$ cat src/rtl/rice_core_trap_unit_if.sv
// -----------------------------------------------------------------------------
// rice_core_trap_unit_if
// CSR request/response bus of the trap unit.
//   master : the requester (core CSR stage); drives i_csr_*, receives o_csr_*
//   slave  : the trap unit; answers one cycle after each i_csr_valid
// Ports carried:
//   i_csr_valid, i_csr_write, i_csr_address[11:0], i_csr_wdata[XLEN-1:0]
//   o_csr_ready, o_csr_rdata[XLEN-1:0], o_csr_error
// XLEN must match the XLEN of the attached rice_core_trap_unit.
// -----------------------------------------------------------------------------
interface rice_core_trap_unit_if #(
   parameter int XLEN = 32
);
   logic            i_csr_valid;
   logic            i_csr_write;
   logic [11:0]     i_csr_address;
   logic [XLEN-1:0] i_csr_wdata;
   logic            o_csr_ready;
   logic [XLEN-1:0] o_csr_rdata;
   logic            o_csr_error;

   modport master (
      output i_csr_valid, i_csr_write, i_csr_address, i_csr_wdata,
      input  o_csr_ready, o_csr_rdata, o_csr_error
   );

   modport slave (
      input  i_csr_valid, i_csr_write, i_csr_address, i_csr_wdata,
      output o_csr_ready, o_csr_rdata, o_csr_error
   );
endinterface

$ cat src/rtl/rice_core_trap_unit.sv
// -----------------------------------------------------------------------------
// rice_core_trap_unit
// Machine-mode trap controller: takes synchronous exceptions and interrupts,
// handles mret, and owns the M-mode trap CSRs.
//   i_clk, i_rst_n        clock, asynchronous active-low reset
//   i_enable              core enable; low forces IDLE and M privilege
//   i_exception           exception requests, bit index = cause code
//   i_pc, i_tval          PC / trap value of the trapping instruction
//   i_mret                mret executed
//   i_irq_ready           core at an instruction boundary
//   i_flush_done          pipeline flush complete
//   i_msip/i_mtip/i_meip  software / timer / external interrupt lines
//   o_trap_valid/_pc      one-cycle trap redirect
//   o_return_valid/_pc    one-cycle mret redirect (target = mepc)
//   o_privilege_level     3 = M, 0 = U
//   o_busy                redirect or flush in progress
//   csr                   CSR bus (slave), answered one cycle after request
// Optional feature: define RICE_CORE_TRAP_VECTORED_EN to enable vectored
// mtvec mode (interrupts go to BASE + 4*code). Without it MODE reads 0.
// -----------------------------------------------------------------------------
module rice_core_trap_unit #(
   parameter int              XLEN            = 32,
   parameter int              EXCEPTION_WIDTH = 16,
   parameter int              EXT_IRQ         = 8,
   parameter logic [XLEN-1:0] MTVEC_RESET     = '0
) (
   input  logic                       i_clk,
   input  logic                       i_rst_n,
   input  logic                       i_enable,
   input  logic [EXCEPTION_WIDTH-1:0] i_exception,
   input  logic [XLEN-1:0]            i_pc,
   input  logic [XLEN-1:0]            i_tval,
   input  logic                       i_mret,
   input  logic                       i_irq_ready,
   input  logic                       i_flush_done,
   input  logic                       i_msip,
   input  logic                       i_mtip,
   input  logic [EXT_IRQ-1:0]         i_meip,
   output logic                       o_trap_valid,
   output logic [XLEN-1:0]            o_trap_pc,
   output logic                       o_return_valid,
   output logic [XLEN-1:0]            o_return_pc,
   output logic [1:0]                 o_privilege_level,
   output logic                       o_busy,
   rice_core_trap_unit_if.slave       csr
);
   localparam int              CW      = 6;   // cause code width
   localparam logic [1:0]      PRIV_M  = 2'b11;
   localparam logic [1:0]      PRIV_U  = 2'b00;
   localparam logic [XLEN-1:0] ALIGN_M = {{(XLEN-2){1'b1}}, 2'b00};

   typedef enum logic [1:0] {IDLE, REDIRECT, FLUSH} state_t;
   state_t state;

   // architectural state
   logic               mst_mie, mst_mpie;
   logic [1:0]         mst_mpp;
   logic               mie_msie, mie_mtie, mie_meie;
   logic [EXT_IRQ-1:0] meien;
   logic [XLEN-1:0]    mtvec_q;             // BASE only, bits[1:0] held at 0
   logic               mtvec_mode;
   logic [XLEN-1:0]    mscratch, mepc, mcause, mtval;

   // trap decision
   logic            mip_meip, en_msi, en_mti, en_mei;
   logic            exc_any, irq_take, trap_take, mret_take;
   logic [CW-1:0]   exc_code, trap_code;
   logic [XLEN-1:0] trap_target;

   assign mip_meip = |(i_meip & meien);
   assign en_mei   = mip_meip & mie_meie;
   assign en_msi   = i_msip & mie_msie;
   assign en_mti   = i_mtip & mie_mtie;

   always_comb begin
      exc_code = '0;
      for (int i = EXCEPTION_WIDTH-1; i >= 0; i--)
         if (i_exception[i]) exc_code = CW'(i);   // lowest set bit wins
      exc_any  = |i_exception;
      irq_take = i_irq_ready && (o_privilege_level == PRIV_U || mst_mie) &&
                 (en_mei || en_msi || en_mti);
      trap_take = i_enable && state == IDLE && (exc_any || irq_take);
      // an interrupt at the boundary pre-empts a simultaneous mret
      mret_take = i_enable && state == IDLE && !exc_any && !irq_take && i_mret;
      if (exc_any)     trap_code = exc_code;
      else if (en_mei) trap_code = CW'(11);
      else if (en_msi) trap_code = CW'(3);
      else             trap_code = CW'(7);
      trap_target = mtvec_q;
      if (mtvec_mode && !exc_any)
         trap_target = mtvec_q + {{(XLEN-CW-2){1'b0}}, trap_code, 2'b00};
   end

   // CSR decode (read value is the pre-write value)
   logic            csr_hit, csr_err, csr_we;
   logic [XLEN-1:0] csr_rd;

   always_comb begin
      csr_hit = 1'b1;
      csr_rd  = '0;
      case (csr.i_csr_address)
         12'h300: begin
            csr_rd[3]     = mst_mie;
            csr_rd[7]     = mst_mpie;
            csr_rd[12:11] = mst_mpp;
         end
         12'h304: begin
            csr_rd[3]  = mie_msie;
            csr_rd[7]  = mie_mtie;
            csr_rd[11] = mie_meie;
         end
         12'h305: csr_rd = {mtvec_q[XLEN-1:2], 1'b0, mtvec_mode};
         12'h340: csr_rd = mscratch;
         12'h341: csr_rd = mepc;
         12'h342: csr_rd = mcause;
         12'h343: csr_rd = mtval;
         12'h344: begin
            csr_rd[3]  = i_msip;
            csr_rd[7]  = i_mtip;
            csr_rd[11] = mip_meip;
         end
         12'h7C0: csr_rd[EXT_IRQ-1:0] = meien;
         default: csr_hit = 1'b0;
      endcase
      csr_err = (o_privilege_level == PRIV_U) || !csr_hit ||
                (csr.i_csr_write && (csr.i_csr_address == 12'h344 ||
                                     csr.i_csr_address[11:8] == 4'hF));
      csr_we  = csr.i_csr_valid && csr.i_csr_write && !csr_err;
   end

`ifndef RICE_CORE_TRAP_VECTORED_EN
   assign mtvec_mode = 1'b0;
`endif

   always_ff @(posedge i_clk or negedge i_rst_n) begin
      if (!i_rst_n) begin
         state             <= IDLE;
         o_privilege_level <= PRIV_M;
         mst_mie           <= 1'b0;
         mst_mpie          <= 1'b0;
         mst_mpp           <= PRIV_U;
         mie_msie          <= 1'b0;
         mie_mtie          <= 1'b0;
         mie_meie          <= 1'b0;
         meien             <= '0;
         mtvec_q           <= MTVEC_RESET & ALIGN_M;
`ifdef RICE_CORE_TRAP_VECTORED_EN
         mtvec_mode        <= (MTVEC_RESET[1:0] == 2'b01);
`endif
         mscratch          <= '0;
         mepc              <= '0;
         mcause            <= '0;
         mtval             <= '0;
         o_trap_valid      <= 1'b0;
         o_trap_pc         <= '0;
         o_return_valid    <= 1'b0;
         o_return_pc       <= '0;
         o_busy            <= 1'b0;
         csr.o_csr_ready   <= 1'b0;
         csr.o_csr_rdata   <= '0;
         csr.o_csr_error   <= 1'b0;
      end else begin
         csr.o_csr_ready <= csr.i_csr_valid;
         if (csr.i_csr_valid) begin
            csr.o_csr_rdata <= csr_err ? '0 : csr_rd;
            csr.o_csr_error <= csr_err;
         end
         // CSR writes first so trap/mret updates below override same fields
         if (csr_we) begin
            case (csr.i_csr_address)
               12'h300: begin
                  mst_mie  <= csr.i_csr_wdata[3];
                  mst_mpie <= csr.i_csr_wdata[7];
                  mst_mpp  <= (csr.i_csr_wdata[12:11] == PRIV_M) ? PRIV_M : PRIV_U;
               end
               12'h304: begin
                  mie_msie <= csr.i_csr_wdata[3];
                  mie_mtie <= csr.i_csr_wdata[7];
                  mie_meie <= csr.i_csr_wdata[11];
               end
               12'h305: begin
                  mtvec_q <= csr.i_csr_wdata & ALIGN_M;
`ifdef RICE_CORE_TRAP_VECTORED_EN
                  mtvec_mode <= (csr.i_csr_wdata[1:0] == 2'b01);
`endif
               end
               12'h340: mscratch <= csr.i_csr_wdata;
               12'h341: mepc     <= csr.i_csr_wdata & ALIGN_M;
               12'h342: mcause   <= csr.i_csr_wdata;
               12'h343: mtval    <= csr.i_csr_wdata;
               12'h7C0: meien    <= csr.i_csr_wdata[EXT_IRQ-1:0];
               default: ;
            endcase
         end

         o_trap_valid   <= 1'b0;
         o_return_valid <= 1'b0;
         if (!i_enable) begin
            state             <= IDLE;
            o_busy            <= 1'b0;
            o_privilege_level <= PRIV_M;
         end else begin
            case (state)
               IDLE: begin
                  if (trap_take) begin
                     state             <= REDIRECT;
                     o_busy            <= 1'b1;
                     o_trap_valid      <= 1'b1;
                     o_trap_pc         <= trap_target;
                     mepc              <= i_pc & ALIGN_M;
                     mcause            <= {!exc_any, {(XLEN-1-CW){1'b0}}, trap_code};
                     mtval             <= exc_any ? i_tval : '0;
                     mst_mpie          <= mst_mie;
                     mst_mie           <= 1'b0;
                     mst_mpp           <= o_privilege_level;
                     o_privilege_level <= PRIV_M;
                  end else if (mret_take) begin
                     state             <= REDIRECT;
                     o_busy            <= 1'b1;
                     o_return_valid    <= 1'b1;
                     o_return_pc       <= mepc;
                     mst_mie           <= mst_mpie;
                     mst_mpie          <= 1'b1;
                     o_privilege_level <= mst_mpp;
                     mst_mpp           <= PRIV_U;
                  end
               end
               REDIRECT: state <= FLUSH;
               FLUSH: begin
                  if (i_flush_done) begin
                     state  <= IDLE;
                     o_busy <= 1'b0;
                  end
               end
               default: state <= IDLE;
            endcase
         end
      end
   end
endmodule

$ cat src/flat_wrapper.sv
// flat-port wrapper written by rule: the top's interface ports become plain ports
module rice_core_trap_unit_flat 
#(
   parameter int              XLEN            = 32,
   parameter int              EXCEPTION_WIDTH = 16,
   parameter int              EXT_IRQ         = 8,
   parameter logic [XLEN-1:0] MTVEC_RESET     = '0
)
  (i_clk, i_rst_n, i_enable, i_exception, i_pc, i_tval, i_mret, i_irq_ready, i_flush_done, i_msip, i_mtip, i_meip, o_trap_valid, o_trap_pc, o_return_valid, o_return_pc, o_privilege_level, o_busy, csr_i_csr_valid, csr_i_csr_write, csr_i_csr_address, csr_i_csr_wdata, csr_o_csr_ready, csr_o_csr_rdata, csr_o_csr_error);
  rice_core_trap_unit_if #(.XLEN(XLEN)) csr_i ();
  input  logic i_clk;
  input  logic i_rst_n;
  input  logic i_enable;
  input  logic [EXCEPTION_WIDTH-1:0] i_exception;
  input  logic [XLEN-1:0] i_pc;
  input  logic [XLEN-1:0] i_tval;
  input  logic i_mret;
  input  logic i_irq_ready;
  input  logic i_flush_done;
  input  logic i_msip;
  input  logic i_mtip;
  input  logic [EXT_IRQ-1:0] i_meip;
  output logic o_trap_valid;
  output logic [XLEN-1:0] o_trap_pc;
  output logic o_return_valid;
  output logic [XLEN-1:0] o_return_pc;
  output logic [1:0] o_privilege_level;
  output logic o_busy;
  input wire logic [$bits(csr_i.i_csr_valid)-1:0] csr_i_csr_valid;
  input wire logic [$bits(csr_i.i_csr_write)-1:0] csr_i_csr_write;
  input wire logic [$bits(csr_i.i_csr_address)-1:0] csr_i_csr_address;
  input wire logic [$bits(csr_i.i_csr_wdata)-1:0] csr_i_csr_wdata;
  output wire logic [$bits(csr_i.o_csr_ready)-1:0] csr_o_csr_ready;
  output wire logic [$bits(csr_i.o_csr_rdata)-1:0] csr_o_csr_rdata;
  output wire logic [$bits(csr_i.o_csr_error)-1:0] csr_o_csr_error;
  assign csr_i.i_csr_valid = csr_i_csr_valid;
  assign csr_i.i_csr_write = csr_i_csr_write;
  assign csr_i.i_csr_address = csr_i_csr_address;
  assign csr_i.i_csr_wdata = csr_i_csr_wdata;
  assign csr_o_csr_ready = csr_i.o_csr_ready;
  assign csr_o_csr_rdata = csr_i.o_csr_rdata;
  assign csr_o_csr_error = csr_i.o_csr_error;
  rice_core_trap_unit #(.XLEN(XLEN), .EXCEPTION_WIDTH(EXCEPTION_WIDTH), .EXT_IRQ(EXT_IRQ), .MTVEC_RESET(MTVEC_RESET)) u_core (.i_clk(i_clk), .i_rst_n(i_rst_n), .i_enable(i_enable), .i_exception(i_exception), .i_pc(i_pc), .i_tval(i_tval), .i_mret(i_mret), .i_irq_ready(i_irq_ready), .i_flush_done(i_flush_done), .i_msip(i_msip), .i_mtip(i_mtip), .i_meip(i_meip), .o_trap_valid(o_trap_valid), .o_trap_pc(o_trap_pc), .o_return_valid(o_return_valid), .o_return_pc(o_return_pc), .o_privilege_level(o_privilege_level), .o_busy(o_busy), .csr(csr_i));
endmodule
$ cat config.mk
export PLATFORM = sky130hd
export DESIGN_NAME = rice_core_trap_unit_flat
export DESIGN_NICKNAME = d
export VERILOG_FILES = /design/src/rtl/rice_core_trap_unit_if.sv /design/src/rtl/rice_core_trap_unit.sv /design/src/flat_wrapper.sv
export SDC_FILE = /design/constraint.sdc
export NUM_CORES = 1
export LEC_CHECK = 0
export BUFFER_PORTS_ARGS = -buffer_cell sky130_fd_sc_hd__buf_2
export CORE_ASPECT_RATIO = 1.25
export CORE_MARGIN = 2
export CORE_UTILIZATION = 40
export CTS_CLUSTER_SIZE = 12
export DETAILED_ROUTE_END_ITERATION = 6
export PLACE_DENSITY = 0.59
export SETUP_SLACK_MARGIN = 0.5
export SYNTH_ARGS = -nofsm -noshare
export SYNTH_HDL_FRONTEND = slang
export SYNTH_SLANG_ARGS = --single-unit
$ cat constraint.sdc
create_clock -name i_clk -period 2.7 [get_ports i_clk]
set_input_delay 0.27 -clock i_clk [delete_from_list [all_inputs] [get_ports i_clk]]
set_output_delay 0.27 -clock i_clk [all_outputs]
set_load 0.01 [all_outputs]
-- Word level (Yosys, flattened, before mapping)
Cells that the tools add are included.
- eq/ne operators: 18
- muxes and demuxes: 85
- bitwise gates (word level): 5
- reduce and logical (&&, ||, !) cells: 35
- operators by type and width (kind ; number):
    $mux W32 ; 17
    $mux W6 ; 17
    $eq A12 B10 Y1 const B ; 8
    $pmux W19 S5 ; 1
    $pmux W3 S6 ; 2
    $mux W2 ; 15
    $mux W1 ; 24
    $pmux W1 S9 ; 2
    $reduce_or A16 Y1 ; 1
    $pmux W3 S5 ; 1
    $eq A12 B11 Y1 const B ; 1
    $reduce_and A2 Y1 ; 6
    $logic_and A1 B1 Y1 ; 10
    $reduce_or A9 Y1 ; 1
    $and A8 B8 Y8 ; 1
    $pmux W1 S8 ; 1
    $reduce_or A8 Y1 ; 1
    $logic_or A1 B1 Y1 ; 7
    $ne A3 B1 Y1 const B ; 2
    $pmux W1 S6 ; 1
    $pmux W2 S3 ; 1
    $reduce_and A3 Y1 ; 2
    $eq A2 B2 Y1 const B ; 2
    $eq A4 B4 Y1 const B ; 1
    12 further kinds ; 18
- flip-flop bits (word level): 276
- input port bits: 142
- output and inout bits: 103
- word-level logic and storage cells: 165

-- Logic depth before layout (Yosys ltp)
- depth after elaboration: 20
- mapped depth: 10
- mapped depth without buffers: 7

-- Worst setup path after synthesis
Ideal clock, no wire load.
- path kind: input to register
- start: input port csr_i_csr_address[5]
- end: register u_core.mscratch[10]
- library setup time: 0.125 ns
- arrival: 2.255 ns
- required time: 2.575 ns
- setup slack: 0.320 ns
- stages on the path: 8
- path buffers: 3
- path through: or4_4 -> buf_6 -> or3_1 -> buf_2 -> nor2_4 -> o211a_4 -> buf_4 -> mux2_2
- cells in the longest elaborated chain, start to end: 9
- elaborated cells on any way between the ends: 19
- classes of those cells: eq/ne (9); mux (1); reduce/logical (9)
- RTL lines (what ; line ; text):
    from (decl) ; flat_wrapper.sv:31 ; input wire logic [$bits(csr_i.i_csr_address)-1:0] csr_i_csr_address;
    $eq A12 B10 Y1 (tied with other cells) ; rice_core_trap_unit.sv:101 ; case (csr.i_csr_address)
    $reduce_or A9 Y1 (no source line) ; n/a ;
    $mux W1 ; rice_core_trap_unit.sv:101 ;
    $logic_not A1 Y1 ; rice_core_trap_unit.sv:125 ; csr_err = (o_privilege_level == PRIV_U) || !csr_hit ||
    $logic_or A1 B1 Y1 (2 in series) ; rice_core_trap_unit.sv:125 ;
    $logic_not A1 Y1 ; rice_core_trap_unit.sv:128 ; csr_we = csr.i_csr_valid && csr.i_csr_write && !csr_err;
    $logic_and A1 B1 Y1 ; rice_core_trap_unit.sv:128 ;
    $reduce_and A2 Y1 (no source line) * ; n/a ;
    to (signal assigned) ; rice_core_trap_unit.sv:187 ; 12'h340: mscratch <= csr.i_csr_wdata;
    to (decl) ; rice_core_trap_unit.sv:62 ; logic [XLEN-1:0] mscratch, mepc, mcause, mtval;
Every way passes the cells marked *; elsewhere a longest branch is shown, timed or not.
A chain may end at the register's enable or synchronous reset.

-- Final worst setup path
- start: register u_core.meien[0]
- end: register u_core.o_return_pc[25]
- cells in the longest elaborated chain, start to end: 10
- elaborated cells on any way between the ends: 13
- classes of those cells: bitwise (3); reduce/logical (10)
- RTL lines (what ; line ; text):
    from (decl) ; rice_core_trap_unit.sv:59 ; logic [EXT_IRQ-1:0] meien;
    from (signal assigned) ; rice_core_trap_unit.sv:191 ; 12'h7C0: meien <= csr.i_csr_wdata[EXT_IRQ-1:0];
    $and A8 B8 Y8 * ; rice_core_trap_unit.sv:70 ; assign mip_meip = |(i_meip & meien);
    $reduce_or A8 Y1 * ; rice_core_trap_unit.sv:70 ;
    $and A1 B1 Y1 * ; rice_core_trap_unit.sv:71 ; assign en_mei = mip_meip & mie_meie;
    $logic_or A1 B1 Y1 * (2 in series) ; rice_core_trap_unit.sv:81 ; (en_mei || en_msi || en_mti);
    $logic_and A1 B1 Y1 * ; rice_core_trap_unit.sv:80 ; irq_take = i_irq_ready && (o_privilege_level == PRIV_U || mst_mie) &&
    $logic_not A1 Y1 or $logic_or A1 B1 Y1 (tied branches) ; rice_core_trap_unit.sv:84, rice_core_trap_unit.sv:82 ;
    $logic_and A1 B1 Y1 (on tied branches) ; rice_core_trap_unit.sv:84, rice_core_trap_unit.sv:82 ;
    $logic_and A1 B1 Y1 or $not A1 Y1 (tied branches) ; n/a ;
    $reduce_and A4 Y1 (no source line) * ; n/a ;
    to (signal assigned) ; rice_core_trap_unit.sv:221 ; o_return_pc <= mepc;
    to (decl) ; rice_core_trap_unit.sv:42 ; output logic [XLEN-1:0] o_return_pc,
Marked as above.

==> reports/results.txt <==
area grow syn2layout: 34.0%
Setup crit start kind: flip-flop
Crit. End Element: flip-flop
VDD IR max: 0.453 mV
synthesized area per cell: 11.9 µm²
Layout Utilization: 54.3%
WL/cell: 22.0 µm
Clock Tree Buf Depth: 3
largest net degree at the start of global routing: 83
row cnt: 72
1st-iter DRT viols: 640
GRT overflow: 0
Min-Delay Path Class: input port to flip-flop
die area: 0.0327 mm²
Switching Fraction: 25.4%
status: finished, final reports clean
post-route insts no fill: 1,831
Port-buffer cells: 240
unrepaired setup endpoints after global routing: yes
io pins: 245
total routed wirelength: 40.3 mm
top_reg_cell synth: dfrtp_1
Final #Nets: 1,547
Setup WS pre-CTS: -107 ps
#FFs+latches synth: 276
clock slew at reported path FFs: 60 ps
Cells after DPL: 1,684
Worst-Margin Slew: 744 ps
Worst Path Required: 3120 ps
vias per inst: 5.46
Hold Path Stages: 3
Max Clock Skew: 13.6 ps
CTS buffer count: 29
sequential power share: 47.2%
FMAX: 0.436 GHz
Final min period: 2290 ps
Core ar.: 0.0309 mm²
DP Area: 0.0146 mm²
sequential element share of the synthesized area: 55.2%
Global Route Usage Sum: 23.8%
Max-Cap Viols: 0
DRC viols: 0
dpl hpwl: 25.5 mm
fin crit share: 85.0%
Post-synth top cells: dfrtp_1, nand2_1, mux2_2
critical path data arrival time: 2720 ps
Sw Pwr: 2.54 mW
worst-path maximum fanout: 8
final setup margin: 405 ps
design area: 0.0168 mm²
hold slack: 16.6 ps
clock network power share: 39.7%
Ys Warns: 0
leakage: 8.12 nW
Vias: 9,990
Pint: 7.46 mW
Max-slew headroom: 50.1%
first-pass GRT wire length: 59.9 mm
top-area cell type share of the netlist area: 54.8%
clk_lat worst skew: 540 ps
WS Path Type: flip-flop to flip-flop
clk root buf: clkbuf_16
area leader, netlist: dfrtp_1
Comb pwr share: 13.1%
Post-synth ARST share: 100%
Starting Density: 40.5%
mapped cell area: 0.0125 mm²
vias in the first global route: 10,200
top-count cell post-synth: dfrtp_1
final setup fails: 0
CTS Sinks: 276
dominant cells by area after synthesis: dfrtp_1, mux2_2, mux2i_1, nand2_1, o2bb2ai_1
final hold vios: 0
Chip Height: 202 µm
DRT Pass-1 Iters: 7
CTS tree: built
layout cells sized above 1: 37.8%
Synth cell types: 63
Die Wd: 162 µm
ANT nets after route: 0
Register-to-Register Path Depth: 9
max-slew violation count: 0
Post-synth EDFFs: 0
H-tree levels: 1
GPL Wtd Cong: 0.830
initial antenna violation count: 2
Pwr Density: 596 mW/mm²
synthesized instance count: 1,054
metal layers:
layer  part of all wire (%)  global-route usage [%]  vias up  wire length, µm
met5                      0                       0        -                0
met4                    2.4                    6.83        0              977
met3                    4.8                    3.05       54             1940
met2                     49                    40.7      292            19900
met1                     43                    31.7     5080            17400
li1                       -                       -     4564                -
area by class of cell:
class,instances,area (µm²)
Fill cell,2669,14100
Sequential cell,276,6910
Multi-Input combinational cell,704,5470
Timing Repair Buffer,390,2920
Clock buffer,45,876
Tap cell,407,509
Clock inverter,3,65.1
Inverter,4,20.0
Antenna cell,2,5.00
stage by stage:
step	total power [mW]	TNS, ps
2_1_floorplan	5.34	0
3_3_place_gp	5.92	-440
3_5_place_dp	5.96	-1940
4_1_cts	10.0	0
5_1_grt	10.4	0
6_report	10.0	0
placed cells by master (no fill, tap or decap), types with 5 or more instances in the layout:
cell           instances
a221oi_1              27
mux2_2               123
buf_12                18
o21ai_1                7
buf_2                239
clkbuf_16             33
buf_4                 47
nor2_1                24
a21oi_1               37
buf_6                  6
dlygate4sd3_1         70
mux2_4                18
nand2b_1               5
clkbuf_1               7
nand3_1                6
dfrtp_1              274
nand2_1              142
clkbuf_8               9
o21ai_0               64
a211oi_1               6
mux2i_1               97
o2bb2ai_1             56
a22oi_1                9
nor4_2                 5
what timing repair did:
item,4_1_cts,5_1_grt
gates resized for setup,27,15
hold endpoints to repair,146,0
cloned,3,5
hold buffers,70,0
setup buffers,12,7
pin swaps,2,4
setup endpoints to repair,230,127
power by group through the flow:
stage          logic [mW]  registers, mW  clock network (mW)
5_1_grt              1.46           4.75                4.23
4_1_cts              1.27           4.71                4.06
3_3_place_gp         1.16           4.76                   0
3_5_place_dp         1.18           4.78                   0
6_report             1.31           4.71                3.97
2_1_floorplan       0.638           4.70                   0
cell families after synthesis:
logic type             Yosys count  synth area share (%)
DFF                            276                  55.2
AOI/OAI and AO/OA              239                  13.3
other                            1                0.0300
and+or+nand+nor                222                  7.96
muxes                          240                  20.7
buffers and inverters           76                  2.86
path summary, 6_finish.rpt:
path                                        startpoint                    endpoint  slack [ps]
worst max-delay path                   u_core.meien[0]      u_core.o_return_pc[25]         410
worst min-delay path               csr_i_csr_wdata[13]           u_core.mcause[13]          20
worst max register to register         u_core.meien[0]      u_core.o_return_pc[25]         410
worst min register to register  u_core.csr.o_csr_error      u_core.csr.o_csr_error         490
max in group asynchronous                      i_rst_n  u_core.csr.o_csr_rdata[23]        1530
min in group asynchronous                      i_rst_n   u_core.csr.o_csr_rdata[6]         340
state kept, by name, indices dropped and copies added (netlist names), 2 cells and up:
name,cells
u_core.mcause,32
u_core.o_trap_pc,30
u_core.state,2
u_core.mst_mpp,2
u_core.mtval,32
u_core.mepc,32
u_core.meien,8
u_core.mtvec_q,30
u_core.mscratch,32
u_core.o_return_pc,32
u_core.o_privilege_level,2
u_core.csr.o_csr_rdata,32
critical path, cell delays in order (launching register included):
cell and delay (ps):
dfrtp_1 370, a22o_1 230, a221oi_2 270, a21boi_2 130, o21ba_4 220, nor3_4 200
buf_6 130, buf_6 120, buf_12 150, mux2_2 330
Note: power is estimated with default switching activity, not from simulation.
